<file path="src/rtl/sad_pkg.sv">
// ---------------------------------------------------------------------------
// sad_pkg
//   Shared definitions for the sum-of-absolute-differences controller.
//   - sad_state_t : controller state encoding
//   - SAD_N       : elements per pass (256)
//   - SAD_MAX_LAT : largest supported A/B memory read latency (3)
//   - sad_lat_last: last drain-counter value for a given memory latency
// ---------------------------------------------------------------------------
package sad_pkg;

    localparam int SAD_N       = 256;
    localparam int SAD_MAX_LAT = 3;

    typedef enum logic [2:0] {
        S_IDLE  = 3'd0,
        S_CLR   = 3'd1,
        S_ACC   = 3'd2,
        S_DRAIN = 3'd3,
        S_STORE = 3'd4,
        S_DONE  = 3'd5
    } sad_state_t;

    // DRAIN lasts `lat` cycles; the counter runs 0..lat-1. With no latency
    // DRAIN is skipped, so the value is irrelevant and pinned to 0.
    function automatic logic [1:0] sad_lat_last(input int lat);
        int last;
        last = (lat > 0) ? lat - 1 : 0;
        return last[1:0];
    endfunction

endpackage

</file>
<file path="src/rtl/sad_lat_pipe.sv">
// ---------------------------------------------------------------------------
// sad_lat_pipe
//   Valid-token delay line that lines up the accumulate strobe with data
//   returning from the A/B memories. DEPTH = 0 degenerates to a wire.
//
// Ports
//   clk      in   system clock, rising edge
//   rst      in   asynchronous active-high reset, empties the pipe
//   flush_i  in   synchronous flush, empties the pipe on the next edge
//   valid_i  in   token issued this cycle
//   valid_o  out  token issued DEPTH cycles ago
// ---------------------------------------------------------------------------
module sad_lat_pipe #(
    parameter int DEPTH = 0
) (
    input  logic clk,
    input  logic rst,
    input  logic flush_i,
    input  logic valid_i,
    output logic valid_o
);

    if (DEPTH == 0) begin : g_wire
        assign valid_o = valid_i;

        // Clock, reset and flush have nothing to act on in this build.
        logic unused_w;
        assign unused_w = clk ^ rst ^ flush_i;
    end else begin : g_shift
        logic stage_q [DEPTH];

        for (genvar gi = 0; gi < DEPTH; gi++) begin : g_stage
            if (gi == 0) begin : g_head
                always_ff @(posedge clk or posedge rst) begin
                    if (rst) begin
                        stage_q[0] <= 1'b0;
                    end else if (flush_i) begin
                        stage_q[0] <= 1'b0;
                    end else begin
                        stage_q[0] <= valid_i;
                    end
                end
            end else begin : g_body
                always_ff @(posedge clk or posedge rst) begin
                    if (rst) begin
                        stage_q[gi] <= 1'b0;
                    end else if (flush_i) begin
                        stage_q[gi] <= 1'b0;
                    end else begin
                        stage_q[gi] <= stage_q[gi-1];
                    end
                end
            end
        end

        assign valid_o = stage_q[DEPTH-1];
    end

endmodule

</file>
<file path="src/rtl/sad_ctrl.sv">
// ---------------------------------------------------------------------------
// sad_ctrl
//   Control FSM for one 256-element sum-of-absolute-differences pass on the
//   customSad datapath. Issues one address per ACC cycle, delays the
//   accumulate strobe by MEM_LAT cycles to match memory read latency, then
//   stores the sum and pulses done.
//
// Build option
//   SAD_CTRL_ABORT_EN : adds the `abort` input, which returns any busy
//                       state to IDLE on the next edge and flushes the pipe.
//
// Parameters
//   MEM_LAT    A/B memory read latency in cycles, 0..3 (0 = async read)
//
// Ports
//   clk        in   system clock, rising edge
//   rst        in   asynchronous active-high reset
//   go         in   start request, only honoured in IDLE
//   abort      in   (SAD_CTRL_ABORT_EN only) cancel the current pass
//   i_lt_256   in   datapath status, low when ab_addr == 255
//   i_inc      out  increment ab_addr
//   i_clr      out  clear ab_addr
//   sum_ld     out  accumulate |a-b| into sumReg
//   sum_clr    out  clear sumReg
//   sadreg_ld  out  copy sumReg into sad
//   sadreg_clr out  clear sad
//   busy       out  high in every state except IDLE
//   done       out  one-cycle pulse, sad valid in that cycle
// ---------------------------------------------------------------------------
module sad_ctrl
    import sad_pkg::*;
#(
    parameter int MEM_LAT = 0
) (
    input  logic clk,
    input  logic rst,
    input  logic go,
`ifdef SAD_CTRL_ABORT_EN
    input  logic abort,
`endif
    input  logic i_lt_256,
    output logic i_inc,
    output logic i_clr,
    output logic sum_ld,
    output logic sum_clr,
    output logic sadreg_ld,
    output logic sadreg_clr,
    output logic busy,
    output logic done
);

    localparam logic [1:0] LAT_LAST = sad_lat_last(MEM_LAT);

    sad_state_t state_q;
    logic [1:0] drain_q;
    logic       token_w;
    logic       flush_w;
    logic       pipe_out_w;
    logic       abort_hit_w;

`ifdef SAD_CTRL_ABORT_EN
    // Abort is meaningless in IDLE, so a simultaneous go still starts a pass.
    assign abort_hit_w = abort && (state_q != S_IDLE);
`else
    assign abort_hit_w = 1'b0;
`endif

    // One token per issued address; every ACC cycle issues one.
    assign token_w = (state_q == S_ACC);

    // The pipe must be empty when a pass begins and after a cancelled pass.
    assign flush_w = (state_q == S_CLR) || abort_hit_w;

    sad_lat_pipe #(
        .DEPTH (MEM_LAT)
    ) u_lat_pipe (
        .clk     (clk),
        .rst     (rst),
        .flush_i (flush_w),
        .valid_i (token_w),
        .valid_o (pipe_out_w)
    );

    always_ff @(posedge clk or posedge rst) begin
        if (rst) begin
            state_q <= S_IDLE;
            drain_q <= 2'd0;
        end else if (abort_hit_w) begin
            state_q <= S_IDLE;
            drain_q <= 2'd0;
        end else begin
            case (state_q)
                S_IDLE: begin
                    if (go) begin
                        state_q <= S_CLR;
                    end
                end
                S_CLR: begin
                    drain_q <= 2'd0;
                    state_q <= S_ACC;
                end
                S_ACC: begin
                    // Address 255 is being issued: this is the last token.
                    if (!i_lt_256) begin
                        state_q <= (MEM_LAT == 0) ? S_STORE : S_DRAIN;
                    end
                end
                S_DRAIN: begin
                    // Hold here until the final token leaves the pipe.
                    if (drain_q == LAT_LAST) begin
                        state_q <= S_STORE;
                    end else begin
                        drain_q <= drain_q + 2'd1;
                    end
                end
                S_STORE: begin
                    state_q <= S_DONE;
                end
                S_DONE: begin
                    state_q <= S_IDLE;
                end
                default: begin
                    state_q <= S_IDLE;
                end
            endcase
        end
    end

    // Strobes depend only on the state register, the pipe output and the
    // datapath status, never on go.
    assign busy       = (state_q != S_IDLE);
    assign i_clr      = (state_q == S_CLR);
    assign sum_clr    = (state_q == S_CLR);
    assign sadreg_clr = (state_q == S_CLR);
    assign i_inc      = (state_q == S_ACC) && i_lt_256;
    assign sum_ld     = pipe_out_w;
    assign sadreg_ld  = (state_q == S_STORE);
    assign done       = (state_q == S_DONE);

endmodule

</file>
<file path="config.mk">
export PLATFORM = sky130hd
export DESIGN_NAME = sad_ctrl
export DESIGN_NICKNAME = d
export VERILOG_FILES = /design/src/rtl/sad_pkg.sv /design/src/rtl/sad_lat_pipe.sv /design/src/rtl/sad_ctrl.sv
export SDC_FILE = /design/constraint.sdc
export NUM_CORES = 1
export LEC_CHECK = 0
export CAP_MARGIN = 25
export CORE_AREA = 5 5 42 44
export CTS_CLUSTER_DIAMETER = 40
export DETAILED_ROUTE_END_ITERATION = 16
export DIE_AREA = 0 0 47 49
export GPL_TIMING_DRIVEN = 0
export PLACE_DENSITY_LB_ADDON = 0.3
export SYNTH_ARGS = -nofsm -noshare
export SYNTH_HDL_FRONTEND = slang
export SYNTH_SLANG_ARGS = --single-unit
</file>
<file path="constraint.sdc">
create_clock -name clk -period 1.9 [get_ports clk]
set_input_delay 0.57 -clock clk [delete_from_list [all_inputs] [get_ports clk]]
set_output_delay 0.57 -clock clk [all_outputs]
set_load 0.03 [all_outputs]
</file>
Word level (Yosys, flattened, before mapping)
Cells that the tools add are included.

storage, ports and cells
  flip-flop bits (word level) = 5
  bits in latches = 0
  RAM bits = 0
  bits in read-only memories = 0
  input port bits = 4
  output and inout port bits = 8
  word-level logic and storage cells = 25
  memories kept = 0

cells by class
  add/subtract/negate cells = 1
  multiply operators = 0
  div/mod/pow operators = 0
  order comparisons = 0
  equality and inequality tests = 9
  shifts and indexed selects = 0
  mux-type cells = 6
  bitwise operators = 0
  reduce and logical (&&, ||, !) cells = 7

operators with widths
  cell                 count
  $pmux 3 s5           1
  $mux 3               3
  $ne 2x2->1 const B   4
  $eq 3x2->1 const B   2
  $eq 3x3->1 const B   2
  $pmux 2 s2           1
  $eq 3x1->1 const B   1
  $logic_not 3->1      1
  $reduce_and 3->1     1
  $reduce_bool 3->1    1
  $add 2x1->2 const B  1
  $logic_not 2->1      1
  $mux 2               1
  $reduce_and 2->1     1
  $reduce_bool 2->1    1
  $logic_and 1x1->1    1

Longest topological paths before layout
  depth after elaboration = 3
  depth in mapped cells = 5
  depth with buffers taken out = 5

Cells and area by module
A second synthesis with hierarchy kept.

second synthesis, totals
  cell total of the unflattened synthesis = 38
  area, all modules = 331.6 µm²

by module, submodules not included
  module        times used  cells an instance  area an instance (µm²)  sequential area each (µm²)
  sad_ctrl      1           37                 324.1                   125.1
  sad_lat_pipe  1           1                  7.5                     0.0

Worst setup path after synthesis
No wires, ideal clock.

  path kind = register -> output
  start point = register state_q[0]
  end point = output sadreg_clr
  data arrival time = 1.618 ns
  data required time = 1.330 ns
  setup slack = -0.288 ns
  cell stages (with the launch flop) = 4
  buffers on the path = 2
  cells stage by stage = dfrtp_1 buf_4 nor3b_1 buf_4

on the way
  longest elaborated chain between the ends = 1

ends and longest elaborated chain
  item                      line             source
  start: declaration        sad_ctrl.sv:54   sad_state_t state_q;
  start signal: assignment  sad_ctrl.sv:105  state_q <= (MEM_LAT == 0) ? S_STORE : S_DRAIN;
  $eq 3x1->1                n/a
  end: declaration          sad_ctrl.sv:47   output logic sadreg_clr,

No other way between the ends.

Final worst setup path
  start point = register state_q[1]
  end point = output busy

on the way
  longest elaborated chain between the ends = 1

ends and longest elaborated chain
  item               line             source
  $reduce_bool 3->1  sad_ctrl.sv:131  assign busy = (state_q != S_IDLE);
  end: declaration   sad_ctrl.sv:48   output logic busy,

No other way between the ends.

==> flow_results.xml <==
<?xml version="1.0" encoding="UTF-8"?>
<metrics>
  <group name="critical_path">
    <metric name="path_class" unit="">flop to output pin</metric>
    <metric name="path_delay_family" unit="">flip-flops</metric>
    <metric name="worst-endpoint-required" unit="ns">1.33</metric>
    <metric name="slowest_stage" unit="">dfrtp_2</metric>
    <metric name="cp-start-kind" unit="">flop</metric>
    <metric name="worstSetupEndpointType" unit="">output pin</metric>
    <metric name="crit_cells" unit="">2</metric>
    <metric name="critical-path-max-stage-delay" unit="ns">0.46</metric>
    <metric name="timing.critical_path.arrival" unit="ns">1.26</metric>
    <metric name="r2r.worst_path.cells" unit="">5</metric>
    <metric name="r2r-end" unit="">drain_q[0]</metric>
    <metric name="regToRegStartpoint" unit="">drain_q[0]</metric>
    <metric name="critical_path.max_fanout" unit="">8</metric>
    <metric name="crit_path_buffers_inverters" unit="">1</metric>
    <metric name="crit_path_cell_trace" unit="">or3_1 &gt; buf_2</metric>
    <metric name="rrSetupSlack" unit="ns">0.73</metric>
  </group>
  <group name="synthesis">
    <metric name="number_of_enable_type_register_cells_in_the_synthesized_netlist" unit="">0</metric>
    <metric name="synth_sequential_area_ratio" unit="">0.386</metric>
    <metric name="postSynth.topFlopCell" unit="">dfrtp_1</metric>
    <metric name="synth_cell_type_count" unit="">19</metric>
    <metric name="yosys_warnings" unit="">0</metric>
    <metric name="synth_top_cell_by_area" unit="">dfrtp_1</metric>
    <metric name="number_of_register_bits_inferred_by_synthesis" unit="">5</metric>
    <metric name="yosys.area.top_type_share" unit="">0.386</metric>
    <metric name="synth_common_cells" unit="">dfrtp_1 (5), nand2b_1 (5), inv_1 (4), buf_4 (3), o21ai_0 (3)</metric>
    <metric name="mappedNetlistArea" unit="um2">324</metric>
    <metric name="share_of_flip_flops_with_an_asynchronous_set_or_reset" unit="">1.00</metric>
    <metric name="synth_area_leaders" unit="">dfrtp_1 (39%), nand2b_1 (9.7%), buf_4 (6.9%)</metric>
    <metric name="postSynthAreaPerCell" unit="um2">8.76</metric>
    <metric name="synthCells" unit="">37</metric>
    <metric name="mappedNetlistNets" unit="">42</metric>
  </group>
  <group name="global_routing">
    <metric name="grt_start_max_net_pins" unit="">11</metric>
    <metric name="grt_overflow" unit="">0</metric>
    <metric name="global_route_wire_length_before_repair" unit="um">1180</metric>
    <metric name="globalRouteTotalUtil" unit="">0.0757</metric>
    <metric name="grt_antenna_before_repair" unit="">0</metric>
    <metric name="number_of_global_route_vias_before_repair" unit="">268</metric>
  </group>
  <group name="min_path">
    <metric name="min_path_type" unit="">flop to flop</metric>
    <metric name="min_path_cells" unit="">1</metric>
    <metric name="min_delay_worst_endpoint" unit="">drain_q[0]</metric>
    <metric name="timing.hold.worst.start" unit="">drain_q[0]</metric>
  </group>
  <group name="final_layout">
    <metric name="layout-drive-gt1-share" unit="">0.442</metric>
    <metric name="final_nets" unit="">58</metric>
    <metric name="area_growth_syn_to_layout" unit="%">48.3</metric>
    <metric name="antennaDiodeCount" unit="">0</metric>
  </group>
  <group name="run">
    <metric name="timing.max_cap.violations" unit="">0</metric>
  </group>
  <group name="power_and_ir_drop">
    <metric name="clock_power_share" unit="">0.163</metric>
    <metric name="power_leakage" unit="nW">0.220</metric>
    <metric name="netSwitchingPower" unit="mW">0.348</metric>
    <metric name="powerDensity" unit="nW/um2">1580</metric>
    <metric name="max-vdd-ir-drop" unit="mV">0.542</metric>
    <metric name="share_seq_of_total_power" unit="">0.242</metric>
    <metric name="fin_total_pwr" unit="mW">0.759</metric>
    <metric name="combPwrFrac" unit="">0.596</metric>
    <metric name="power.share.switching" unit="">0.459</metric>
    <metric name="power_report.internal_total" unit="mW">0.411</metric>
  </group>
  <group name="clock_tree">
    <metric name="cts.sink_count" unit="">5</metric>
    <metric name="clock-root-buffer" unit="">clkbuf_4</metric>
    <metric name="insertion_delay" unit="ns">0.25</metric>
    <metric name="ctsHtreeMaxLevel" unit="">1</metric>
    <metric name="worst_setup_hold_path_clk_slew" unit="ns">0.04</metric>
    <metric name="cts_tree" unit="">built</metric>
    <metric name="clock_tree.buffer_depth" unit="">2</metric>
    <metric name="cts_setup_buffers" unit="">0</metric>
    <metric name="tritoncts.num_buffers" unit="">3</metric>
  </group>
  <group name="outcome">
    <metric name="status" unit="">finished, final reports clean</metric>
  </group>
  <group name="die">
    <metric name="core_area" unit="um2">1400</metric>
    <metric name="die_h" unit="um">49</metric>
    <metric name="initial_core_util" unit="">0.231</metric>
    <metric name="die_width" unit="um">47</metric>
    <metric name="fp.dieArea" unit="um2">2300</metric>
    <metric name="io_pins" unit="">12</metric>
    <metric name="fp-row-count" unit="">14</metric>
  </group>
  <group name="routing">
    <metric name="route.detailed.drc" unit="">0</metric>
    <metric name="dr_total_vias" unit="">286</metric>
    <metric name="post_drt_wl_per_cell" unit="um">9.76</metric>
    <metric name="drt_iter0_drc" unit="">3</metric>
    <metric name="postRouteWirelength" unit="um">664</metric>
    <metric name="first_pass_iters" unit="">2</metric>
    <metric name="post_drt_via_cell_ratio" unit="">4.21</metric>
    <metric name="antenna_viol_nets_final" unit="">0</metric>
  </group>
  <group name="timing">
    <metric name="timing_max_transition_violations_final" unit="">0</metric>
    <metric name="finalHoldViolCount" unit="">0</metric>
    <metric name="max_slew.worst_pin.slew" unit="ns">0.186</metric>
    <metric name="period_needed" unit="ns">1.83</metric>
    <metric name="layout_worst_path_cycle_share" unit="">0.964</metric>
    <metric name="report.final.setup_viol" unit="">0</metric>
    <metric name="grt_setup_unrepaired" unit="">false</metric>
    <metric name="setup-tns-final" unit="ns">0</metric>
    <metric name="skew" unit="ns">0.00371</metric>
    <metric name="slew_headroom" unit="">0.876</metric>
    <metric name="fmax" unit="MHz">546</metric>
  </group>
  <group name="placement">
    <metric name="gp_congestion" unit="">0.691</metric>
    <metric name="place.detailed.hpwl" unit="um">526</metric>
    <metric name="port-buffer-count" unit="">11</metric>
  </group>
</metrics>
metal layers:
layer / vias to the layer above / GRT usage / wire [um]
li1: 149 / - / -
met1: 123 / 0.0824 / 294
met2: 11 / 0.0905 / 289
met3: 3 / 0.0443 / 58
met4: 0 / 0.0829 / 22
met5: - / 0 / 0
cells in the final DEF (no fill, tap or decap):
cell type        count
nor3b_4              1
o31ai_2              1
dfrtp_1              3
dlygate4sd2_1        1
buf_4                5
clkbuf_4             4
nand2b_2             1
and2_4               1
or3_1                1
nor3_2               1
clkbuf_1             1
inv_1                3
and2_1               1
and3b_2              1
clkdlybuf4s50_1      2
o21ai_0              3
o21bai_1             1
buf_6                1
a21oi_1              1
clkdlybuf4s15_2      1
o21ai_1              2
nand3b_1             1
ha_1                 1
nand2b_1             4
nand2_1              1
nor3_1               1
inv_2                1
nor2_1               2
dfrtp_2              2
buf_2                3
sequential cells by signal (all words and copies together), names as in the netlist:
name	flops
state_q	3
drain_q	2
area by class of cell:
type,instances,area [um2]
flip-flops and latches,5,128
repair buffers,11,85.1
plain buffers,3,26.3
fillers,169,921
multi-input cells,25,180
inverters,4,15.0
clock buffers,4,26.3
well taps,16,20.0
worst register-to-register path, delay by kind of cell (launching register included):
kind,cells,cell delay [ns]
buffers and inverters,1,0.05
AO/OA/AOI/OAI,2,0.23
AND/OR/NAND/NOR,1,0.18
adder cells (fa/ha/maj),1,0.21
flip-flops,1,0.37
timing repair:
action | CTS | global route
endpoints found under the setup margin | 8 | 3
hold buffers | 0 | 0
pin swaps | 2 | 0
gates resized for setup | 45 | 2
power by group through the flow:
stage               clock network, mW  registers, mW  logic, mW
floorplan                           0          0.162      0.323
global placement                    0          0.173      0.480
detailed placement                  0          0.174      0.478
CTS                             0.131          0.182      0.450
global route                    0.134          0.191      0.496
finish                          0.124          0.183      0.452
per-stage QoR:
| step | instances | setup WS (ns) | utilization | cell area (um2) | hold slack [ns] |
|---|---|---|---|---|---|
| finish | 68 | 0.0678 | 0.343 | 480 | 0.493 |
| global route | 68 | 0.00691 | 0.343 | 480 | 0.519 |
| CTS | 68 | 0.0460 | 0.338 | 474 | 0.500 |
| detailed placement | 64 | -0.616 | 0.328 | 459 | 0.494 |
| global placement | 64 | -0.628 | 0.328 | 459 | 0.493 |
| floorplan | 37 | 0.0262 | - | 329 | 0.349 |
how the worst max path moves through the flow:
| stage | endpoint | start | slack, ns |
|---|---|---|---|
| finish | busy | state_q[1] | 0.07 |
| global placement | i_inc | i_lt_256 | -0.63 |
| global route | sum_ld | state_q[2] | 0.007 |
| CTS | busy | state_q[1] | 0.05 |
| detailed placement | i_inc | i_lt_256 | -0.62 |
| floorplan | i_inc | state_q[2] | 0.03 |
cells by family (layout without fill, tap and decap cells):
group	count (synthesis)	count (layout)	share of synthesized area
buffers and inverters	7	22	0.116
flip-flops	5	5	0.386
AND/OR/NAND/NOR	16	16	0.305
AO/OA/AOI/OAI	8	8	0.154
adder cells (fa/ha/maj)	1	1	0.0386
No activity file was read; power rests on OpenSTA's default activity.
